## src/rtl/block_pkg.sv

```systemverilog
// Shared definitions for the block-structure stream generator.
// Holds token encodings, FSM states, keyword identifiers, ASCII constants and keyword lengths.
// Pure declarations: no logic, no latency, no flow control of its own.
package block_pkg;

    // Token encodings on tok_type
    localparam logic [1:0] TOK_SPACE = 2'b00;
    localparam logic [1:0] TOK_BEGIN = 2'b01;
    localparam logic [1:0] TOK_END   = 2'b10;
    localparam logic [1:0] TOK_WORD  = 2'b11;

    // Serialiser states
    typedef enum logic [2:0] {
        ST_IDLE  = 3'd0,
        ST_LEAD  = 3'd1,
        ST_KEY   = 3'd2,
        ST_TRAIL = 3'd3,
        ST_CHAR  = 3'd4
    } state_t;

    // Which keyword is being spelled out
    typedef enum logic {
        KW_BEGIN = 1'b0,
        KW_END   = 1'b1
    } kw_t;

    localparam logic [7:0] CH_SPACE = 8'h20;

    localparam logic [2:0] KW_BEGIN_LEN = 3'd5;
    localparam logic [2:0] KW_END_LEN   = 3'd3;

    // Index of the final character of a keyword
    function automatic logic [2:0] kw_last(input kw_t kw);
        return (kw == KW_END) ? (KW_END_LEN - 3'd1) : (KW_BEGIN_LEN - 3'd1);
    endfunction

endpackage

```

## src/rtl/block_kw_rom.sv

```systemverilog
// Keyword character lookup: (keyword, index) -> ASCII character.
// Latency: purely combinational, zero cycles.
// Backpressure: none; the caller decides when the character is used.
// Ports: kw selects "begin"/"end", idx is the character position, ch is the ASCII result.
// Build option: BLOCK_GEN_UPPER_EN selects uppercase keyword letters.
module block_kw_rom
    import block_pkg::*;
(
    input  kw_t        kw,
    input  logic [2:0] idx,
    output logic [7:0] ch
);

    logic [7:0] lc;

    // Out-of-range indices fall back to a space so a stray lookup is harmless.
    always_comb begin
        lc = CH_SPACE;
        if (kw == KW_BEGIN) begin
            case (idx)
                3'd0:    lc = 8'h62; // b
                3'd1:    lc = 8'h65; // e
                3'd2:    lc = 8'h67; // g
                3'd3:    lc = 8'h69; // i
                3'd4:    lc = 8'h6e; // n
                default: lc = CH_SPACE;
            endcase
        end else begin
            case (idx)
                3'd0:    lc = 8'h65; // e
                3'd1:    lc = 8'h6e; // n
                3'd2:    lc = 8'h64; // d
                default: lc = CH_SPACE;
            endcase
        end
    end

`ifdef BLOCK_GEN_UPPER_EN
    // Lowercase to uppercase is a fixed offset for ASCII letters; leave the space alone.
    assign ch = (lc == CH_SPACE) ? lc : (lc - 8'h20);
`else
    assign ch = lc;
`endif

endmodule

```

## src/rtl/block_stream_gen.sv

```systemverilog
// Serialises BEGIN/END/SPACE/WORD tokens into a delimited ASCII stream and tracks nesting depth.
// Latency: first character valid the cycle after token acceptance; one idle cycle between tokens.
// Backpressure: out_char/out_valid hold while out_ready is low; tok_ready is high only when idle.
// Ports: clk/reset (async active-low); tok_valid/tok_ready/tok_type/tok_char token input;
//        out_valid/out_ready/out_char character output; depth/balanced/err status.
// Build option: BLOCK_GEN_UPPER_EN emits keywords in uppercase (handled in block_kw_rom).
module block_stream_gen
    import block_pkg::*;
#(
    parameter int DEPTH_W = 8
) (
    input  logic               clk,
    input  logic               reset,
    input  logic               tok_valid,
    output logic               tok_ready,
    input  logic [1:0]         tok_type,
    input  logic [7:0]         tok_char,
    output logic               out_valid,
    input  logic               out_ready,
    output logic [7:0]         out_char,
    output logic [DEPTH_W-1:0] depth,
    output logic               balanced,
    output logic               err
);

    localparam logic [DEPTH_W-1:0] DEPTH_MAX = '1;

    state_t     state;
    kw_t        kw_sel;
    logic [2:0] idx;
    logic       last_sp;

    logic       consume;
    logic       is_kw_tok;
    kw_t        rom_kw;
    logic [2:0] rom_idx;
    logic [7:0] rom_ch;

    assign consume   = out_valid && out_ready;
    assign tok_ready = (state == ST_IDLE);
    assign balanced  = (depth == '0) && !err;
    assign is_kw_tok = (tok_type == TOK_BEGIN) || (tok_type == TOK_END);

    // One ROM serves both lookups: in IDLE it provides the first keyword
    // character straight from the incoming token, elsewhere it looks ahead to
    // the character that follows the one currently on out_char.
    assign rom_kw  = (state == ST_IDLE) ? ((tok_type == TOK_END) ? KW_END : KW_BEGIN) : kw_sel;
    assign rom_idx = (state == ST_KEY) ? (idx + 3'd1) : 3'd0;

    block_kw_rom u_kw_rom (
        .kw  (rom_kw),
        .idx (rom_idx),
        .ch  (rom_ch)
    );

    always_ff @(posedge clk or negedge reset) begin
        if (!reset) begin
            state     <= ST_IDLE;
            kw_sel    <= KW_BEGIN;
            idx       <= 3'd0;
            last_sp   <= 1'b1;
            out_valid <= 1'b0;
            out_char  <= CH_SPACE;
            depth     <= '0;
            err       <= 1'b0;
        end else begin
            // Track whether the last character that actually left was a space,
            // so a keyword never fuses with a preceding WORD character.
            if (consume) begin
                last_sp <= (out_char == CH_SPACE);
            end

            case (state)
                ST_IDLE: begin
                    if (tok_valid) begin
                        out_valid <= 1'b1;
                        if (is_kw_tok) begin
                            kw_sel <= rom_kw;
                            idx    <= 3'd0;
                            if (last_sp) begin
                                state    <= ST_KEY;
                                out_char <= rom_ch;
                            end else begin
                                state    <= ST_LEAD;
                                out_char <= CH_SPACE;
                            end
                            // Over/underflow sets the sticky error but the
                            // keyword is still emitted for the downstream checker.
                            if (tok_type == TOK_BEGIN) begin
                                if (depth == DEPTH_MAX) begin
                                    err <= 1'b1;
                                end else begin
                                    depth <= depth + 1'b1;
                                end
                            end else begin
                                if (depth == '0) begin
                                    err <= 1'b1;
                                end else begin
                                    depth <= depth - 1'b1;
                                end
                            end
                        end else begin
                            state    <= ST_CHAR;
                            out_char <= (tok_type == TOK_WORD) ? tok_char : CH_SPACE;
                        end
                    end
                end

                ST_LEAD: begin
                    if (consume) begin
                        state    <= ST_KEY;
                        idx      <= 3'd0;
                        out_char <= rom_ch;
                    end
                end

                ST_KEY: begin
                    if (consume) begin
                        if (idx == kw_last(kw_sel)) begin
                            state    <= ST_TRAIL;
                            out_char <= CH_SPACE;
                        end else begin
                            idx      <= idx + 3'd1;
                            out_char <= rom_ch;
                        end
                    end
                end

                ST_TRAIL, ST_CHAR: begin
                    if (consume) begin
                        state     <= ST_IDLE;
                        out_valid <= 1'b0;
                    end
                end

                default: begin
                    state     <= ST_IDLE;
                    out_valid <= 1'b0;
                end
            endcase
        end
    end

endmodule

```

## config.mk

```make
export PLATFORM = sky130hd
export DESIGN_NAME = block_stream_gen
export DESIGN_NICKNAME = d
export VERILOG_FILES = /design/src/rtl/block_pkg.sv /design/src/rtl/block_kw_rom.sv /design/src/rtl/block_stream_gen.sv
export SDC_FILE = /design/constraint.sdc
export NUM_CORES = 1
export LEC_CHECK = 0
export CAP_MARGIN = 30
export CORE_MARGIN = 3
export CORE_UTILIZATION = 45
export DETAILED_ROUTE_END_ITERATION = 7
export PLACE_DENSITY = 0.72
export SYNTH_ARGS = -nofsm -noshare
export SYNTH_HDL_FRONTEND = slang
export SYNTH_SLANG_ARGS = --single-unit
```

## constraint.sdc

```tcl
create_clock -name clk -period 4.1 [get_ports clk]
set_input_delay 1.025 -clock clk [delete_from_list [all_inputs] [get_ports clk]]
set_output_delay 1.025 -clock clk [all_outputs]
set_load 0.005 [all_outputs]
```

== Yosys cells after proc, flatten, opt, wreduce, memory -nomap -nowiden ==
Cells that the tools add are included.

* Word-level logic and storage cells: 91
* Bits of input ports: 14
* Output and inout port bits: 20
* Bits in registers: 26

* Add/subtract/negate cells: 3
* Bitwise gates (word level): 1
* Multiplexer cells: 37
* Equal/unequal tests: 24
* Reductions and logical operators: 18

{| class="wikitable"
|+ Operators by type and width
! operator !! count
|-
| 8-bit two-way mux || 11
|-
| 3-bit two-way mux || 12
|-
| 7-bit one-hot mux with 5 select lines || 1
|-
| 8-bit one-hot mux with 3 select lines || 1
|-
| 7-bit one-hot mux with 3 select lines || 1
|-
| 5-bit AND reduction || 3
|-
| 2-bit != test (second input constant) || 7
|-
| 3-bit by 2-bit == test with 1-bit output (second input constant) || 4
|-
| 3-bit one-hot mux with 4 select lines || 1
|-
| 3-bit one-hot mux with 3 select lines || 1
|-
| 8-bit by 1-bit adder with 8-bit output (second input constant) || 1
|-
| 8-bit by 6-bit == test with 1-bit output (second input constant) || 1
|-
| 8-bit == test (second input constant) || 1
|-
| 8-bit zero test || 1
|-
| 8-bit by 1-bit subtractor with 8-bit output (second input constant) || 1
|-
| 1-bit two-way mux || 7
|-
| 3-bit by 1-bit == test with 1-bit output (second input constant) || 2
|-
| 3-bit == test (second input constant) || 2
|-
| 3-bit zero test || 2
|-
| 2-bit by 1-bit != test with 1-bit output (second input constant) || 3
|-
| 3-bit AND reduction || 2
|-
| 6-bit AND reduction || 1
|-
| 2-bit == test (second input constant) || 2
|-
| 4-bit AND reduction || 1
|-
| other kinds (12) || 14
|}

== Longest topological paths before layout ==
* Depth after elaboration: 9
* Depth in mapped cells: 9
* Mapped depth without buffers: 9

== Hierarchy ==
From an unflattened synthesis, not the netlist that was laid out.

* Cells, all modules: 199
* Area total of the unflattened synthesis: 1851.8 µm²

{| class="wikitable"
|+ By module, submodules not included
! module !! times used !! area each (µm²) !! cells each
|-
| block_stream_gen || 1 || 1707.9 || 179
|-
| block_kw_rom || 1 || 143.9 || 20
|}

== Least setup slack after synthesis ==
OpenSTA, ideal clock, no wires.

* Path type: input-to-reg
* Start point: input port tok_type[1]
* End point: register depth[6]
* Stages on the path: 9
* Data required time: 3975 ps
* Arrival time: 2737 ps
* Path slack: 1239 ps
* Cells stage by stage: inv_1 -> ha_1 -> inv_1 -> ha_1 -> a21o_1 -> a311o_1 -> a21oi_1 -> xnor2_1 -> mux2_2

* Word-level cells in the longest chain between the ends: 3
* Elaborated cells between the ends (all ways): 7
* Those cells by class: eq/ne: 4; mux: 1; reduce/logical: 2

{| class="wikitable"
|+ Ends and longest elaborated chain
! item !! line !! text
|-
| from (decl) || block_stream_gen.sv:16 || <nowiki>input logic [1:0] tok_type,</nowiki>
|-
| 2-bit by 1-bit == test with 1-bit output / 2-bit == test (equally long branches) || block_stream_gen.sv:42, block_stream_gen.sv:89 ||
|-
| 2-bit != test (no source line) / 1-bit logical OR (equally long branches) || -- ||
|-
| 5-bit AND reduction (no source line) || -- ||
|-
| to (signal assigned) || block_stream_gen.sv:93 || <nowiki>depth <= depth + 1'b1;</nowiki>
|-
| to (signal assigned) || block_stream_gen.sv:99 || <nowiki>depth <= depth - 1'b1;</nowiki>
|-
| to (decl) || block_stream_gen.sv:21 || <nowiki>output logic [DEPTH_W-1:0] depth,</nowiki>
|}

Several ways; a longest one is shown, not always the timed one.
A chain may end at the register's enable or synchronous reset.

== Worst setup path after layout ==
* Start point: input port tok_type[1]
* End point: register depth[7]

The elaborated chain is that of the path after synthesis.

==> impl_metrics.tcl <==
set metrics [dict create \
    ant_nets 0 \
    n_antenna_cell 0 \
    rsz0062_at_grt "no" \
    rows 22 \
    crit_required_ns 4.30 \
    grt_max_degree 27 \
    fin_crit_sh_pct 80.7 \
    grt.total_usage_pct 16.9 \
    synthesis.nets 224 \
    hold_violations 0 \
    finalMaxSlewViolations 0 \
    status "finished, final reports clean" \
    synthArstFlopShare_pct 100 \
    clkLatencyLatePin_ns 0.27 \
    p_per_area_nw_per_um2 775 \
    place_hpwl_microns 2980 \
    final-setup-viol-count 0 \
    period_needed_ns 3.31 \
    synthCells 199 \
    yosys_warnings 0 \
    die_w_microns 70.2 \
    viasPerCell 5.64 \
    grt-ovfl-total 0 \
    htree_levels 1 \
    end_kind "flip-flop" \
    area_growth_syn_to_layout_pct 22.7 \
    vias 1580 \
    finalWeightedCongestion 0.828 \
    fp.coreArea_sq_um 3830 \
    peakVddDrop_v 0.000374 \
    grt_pass1_wl_microns 6910 \
    ctsLongestPathBuffers 2 \
    wl_per_cell_microns 14.5 \
    antenna_found_initial 0 \
    start_util_pct 48.5 \
    portBuffers 33 \
    cts-resized-gates 0 \
    cts_tree "yes" \
    die-area_sq_um 4930 \
    arrival_ns 3.51 \
    first_global_vias 1498 \
    die_h_microns 70.2 \
    hold_buffers 0 \
    cp_max_fo 10 \
    startpoint_type "input pin" \
    ys_types 58 \
    cts.sinks 26 \
    first_iter_violations 113 \
    synthesis.area_sq_um 1860 \
    finClkSkew_ns 0.00493 \
    synth_edf_count 0 \
    p_leak_nw 0.938 \
    slew_headroom_pct 64.7 \
    drt-total-wl_microns 4070 \
    yosysSeqAreaShare_pct 35.2 \
    holdCritPathClass "reg2reg" \
    numCtsBuffers 3 \
    cts_setup_buffers 0 \
    io_pins 34 \
    max_freq_mhz 302 \
    drc_errors 0 \
    max_slew.worst_pin.slew_ns 0.530 \
    power_mw 1.77 \
    crit_type "in2reg" \
    ys_ff_latch 26 \
    synth_flop_cell "dfrtp_1" \
    setup_tns_ns 0 \
    maxCapViolCount 0 \
    final_common_cell "clkdlybuf4s50_1" \
    clkTransAtPathRegs_ns 0.09 \
    postSynthAreaPerCell_sq_um 9.32 \
    nets 258 \
    drive_gt1_share_pct 10.8 \
    mostFrequentLayoutCells "33 x clkdlybuf4s50_1, 24 x dfrtp_1, 16 x nor2_1, 16 x a21oi_1, 14 x inv_1" \
    drt_first_pass_iters 4 \
    clockRootBuffer "clkbuf_8" \
]
[cell usage after synthesis (all sizes together) (2+ instances only)]
cell	number	share of area (%)
nor2	17	3.6
dfstp	2	2.8
o32ai	3	1.4
nand2b	2	1.1
xnor2	4	1.9
a21boi	2	1.0
nand3	8	2.2
a31oi	5	1.7
a211oi	2	0.81
nor4	5	2.5
inv	14	2.8
buf	6	1.8
ha	10	6.7
nor3	5	1.6
nor2b	2	0.67
mux2	9	5.5
nand4	3	1.0
dfrtp	24	32
xor2	6	2.8
a21oi	16	4.3
o21ai	12	3.2
o21bai	2	0.81
mux2i	4	2.2
or2	2	0.81
nand2	9	2.0
a21o	3	1.2
and2	2	0.81
[layer usage]
metal / vias to the layer above / routed length (microns) / global-route usage, %
met1: 756 / 2080 / 24.6
met3: 5 / 103 / 2.30
met4: 0 / 31 / 3.19
li1: 796 / - / -
met5: - / 0 / 0
met2: 23 / 1850 / 26.8
[sequential cells by signal, indices dropped and copies added, names as in the netlist]
signal / cells
depth: 8
out_char: 8
idx: 3
state: 3
err: 1
kw_sel: 1
last_sp: 1
out_valid: 1
[report_power, final]
group	switching, mW	total [mW]	internal [mW]
clock network	0.0837	0.153	0.0697
registers	0.185	0.560	0.375
logic	0.488	1.05	0.564
[path summary, 6_finish.rpt]
kind | start | to | slack, ns | cells after the start
worst max-delay path | tok_type[1] | depth[7] | 0.79 | 10
worst min-delay path | last_sp | last_sp | 0.51 | 2
worst max register to register | state[1] | out_char[2] | 1.86 | 5
worst min register to register | last_sp | last_sp | 0.51 | 2
max in group asynchronous | reset | out_char[5] | 2.70 | 2
min in group asynchronous | reset | idx[0] | 1.10 | 2
[per-stage QoR]
| step | hold slack (ns) | instances | util (%) | area, sq um | worst slack [ns] |
|---|---|---|---|---|---|
| floorplan | 0.462 | 199 | - | 1860 | 1.24 |
| global placement | 0.478 | 276 | 58.3 | 2230 | 0.610 |
| detailed placement | 0.496 | 276 | 58.3 | 2230 | 0.534 |
| CTS | 0.510 | 280 | 59.5 | 2280 | 0.772 |
| global route | 0.544 | 280 | 59.5 | 2280 | 0.561 |
| finish | 0.507 | 280 | 59.5 | 2280 | 0.790 |
[cell type report]
type                            count  area [sq um]
Multi-Input combinational cell    152          1110
Timing Repair Buffer               36           353
Tap cell                           48          60.1
Inverter                           14          52.6
Fill cell                         343          1550
Sequential cell                    26           653
Clock buffer                        4          45.0
[critical path: stages]
cell             delay, ns
clkdlybuf4s50_1       0.51
inv_1                 0.07
ha_1                  0.19
inv_1                 0.24
ha_1                  0.30
a211oi_1              0.20
o21ai_0               0.17
o31ai_1               0.35
mux2i_1               0.28
xor2_1                0.17
[logic make-up after synthesis]
| family | count (synthesis) | synth area share, % |
|---|---|---|
| compound gates | 56 | 20.6 |
| xor+xnor | 10 | 4.72 |
| fa+ha+maj | 12 | 8.36 |
| flops | 26 | 35.2 |
| buf+inv | 21 | 4.79 |
| mux | 13 | 7.62 |
| simple gates | 61 | 18.7 |
Note: power is estimated with default switching activity, not from simulation.
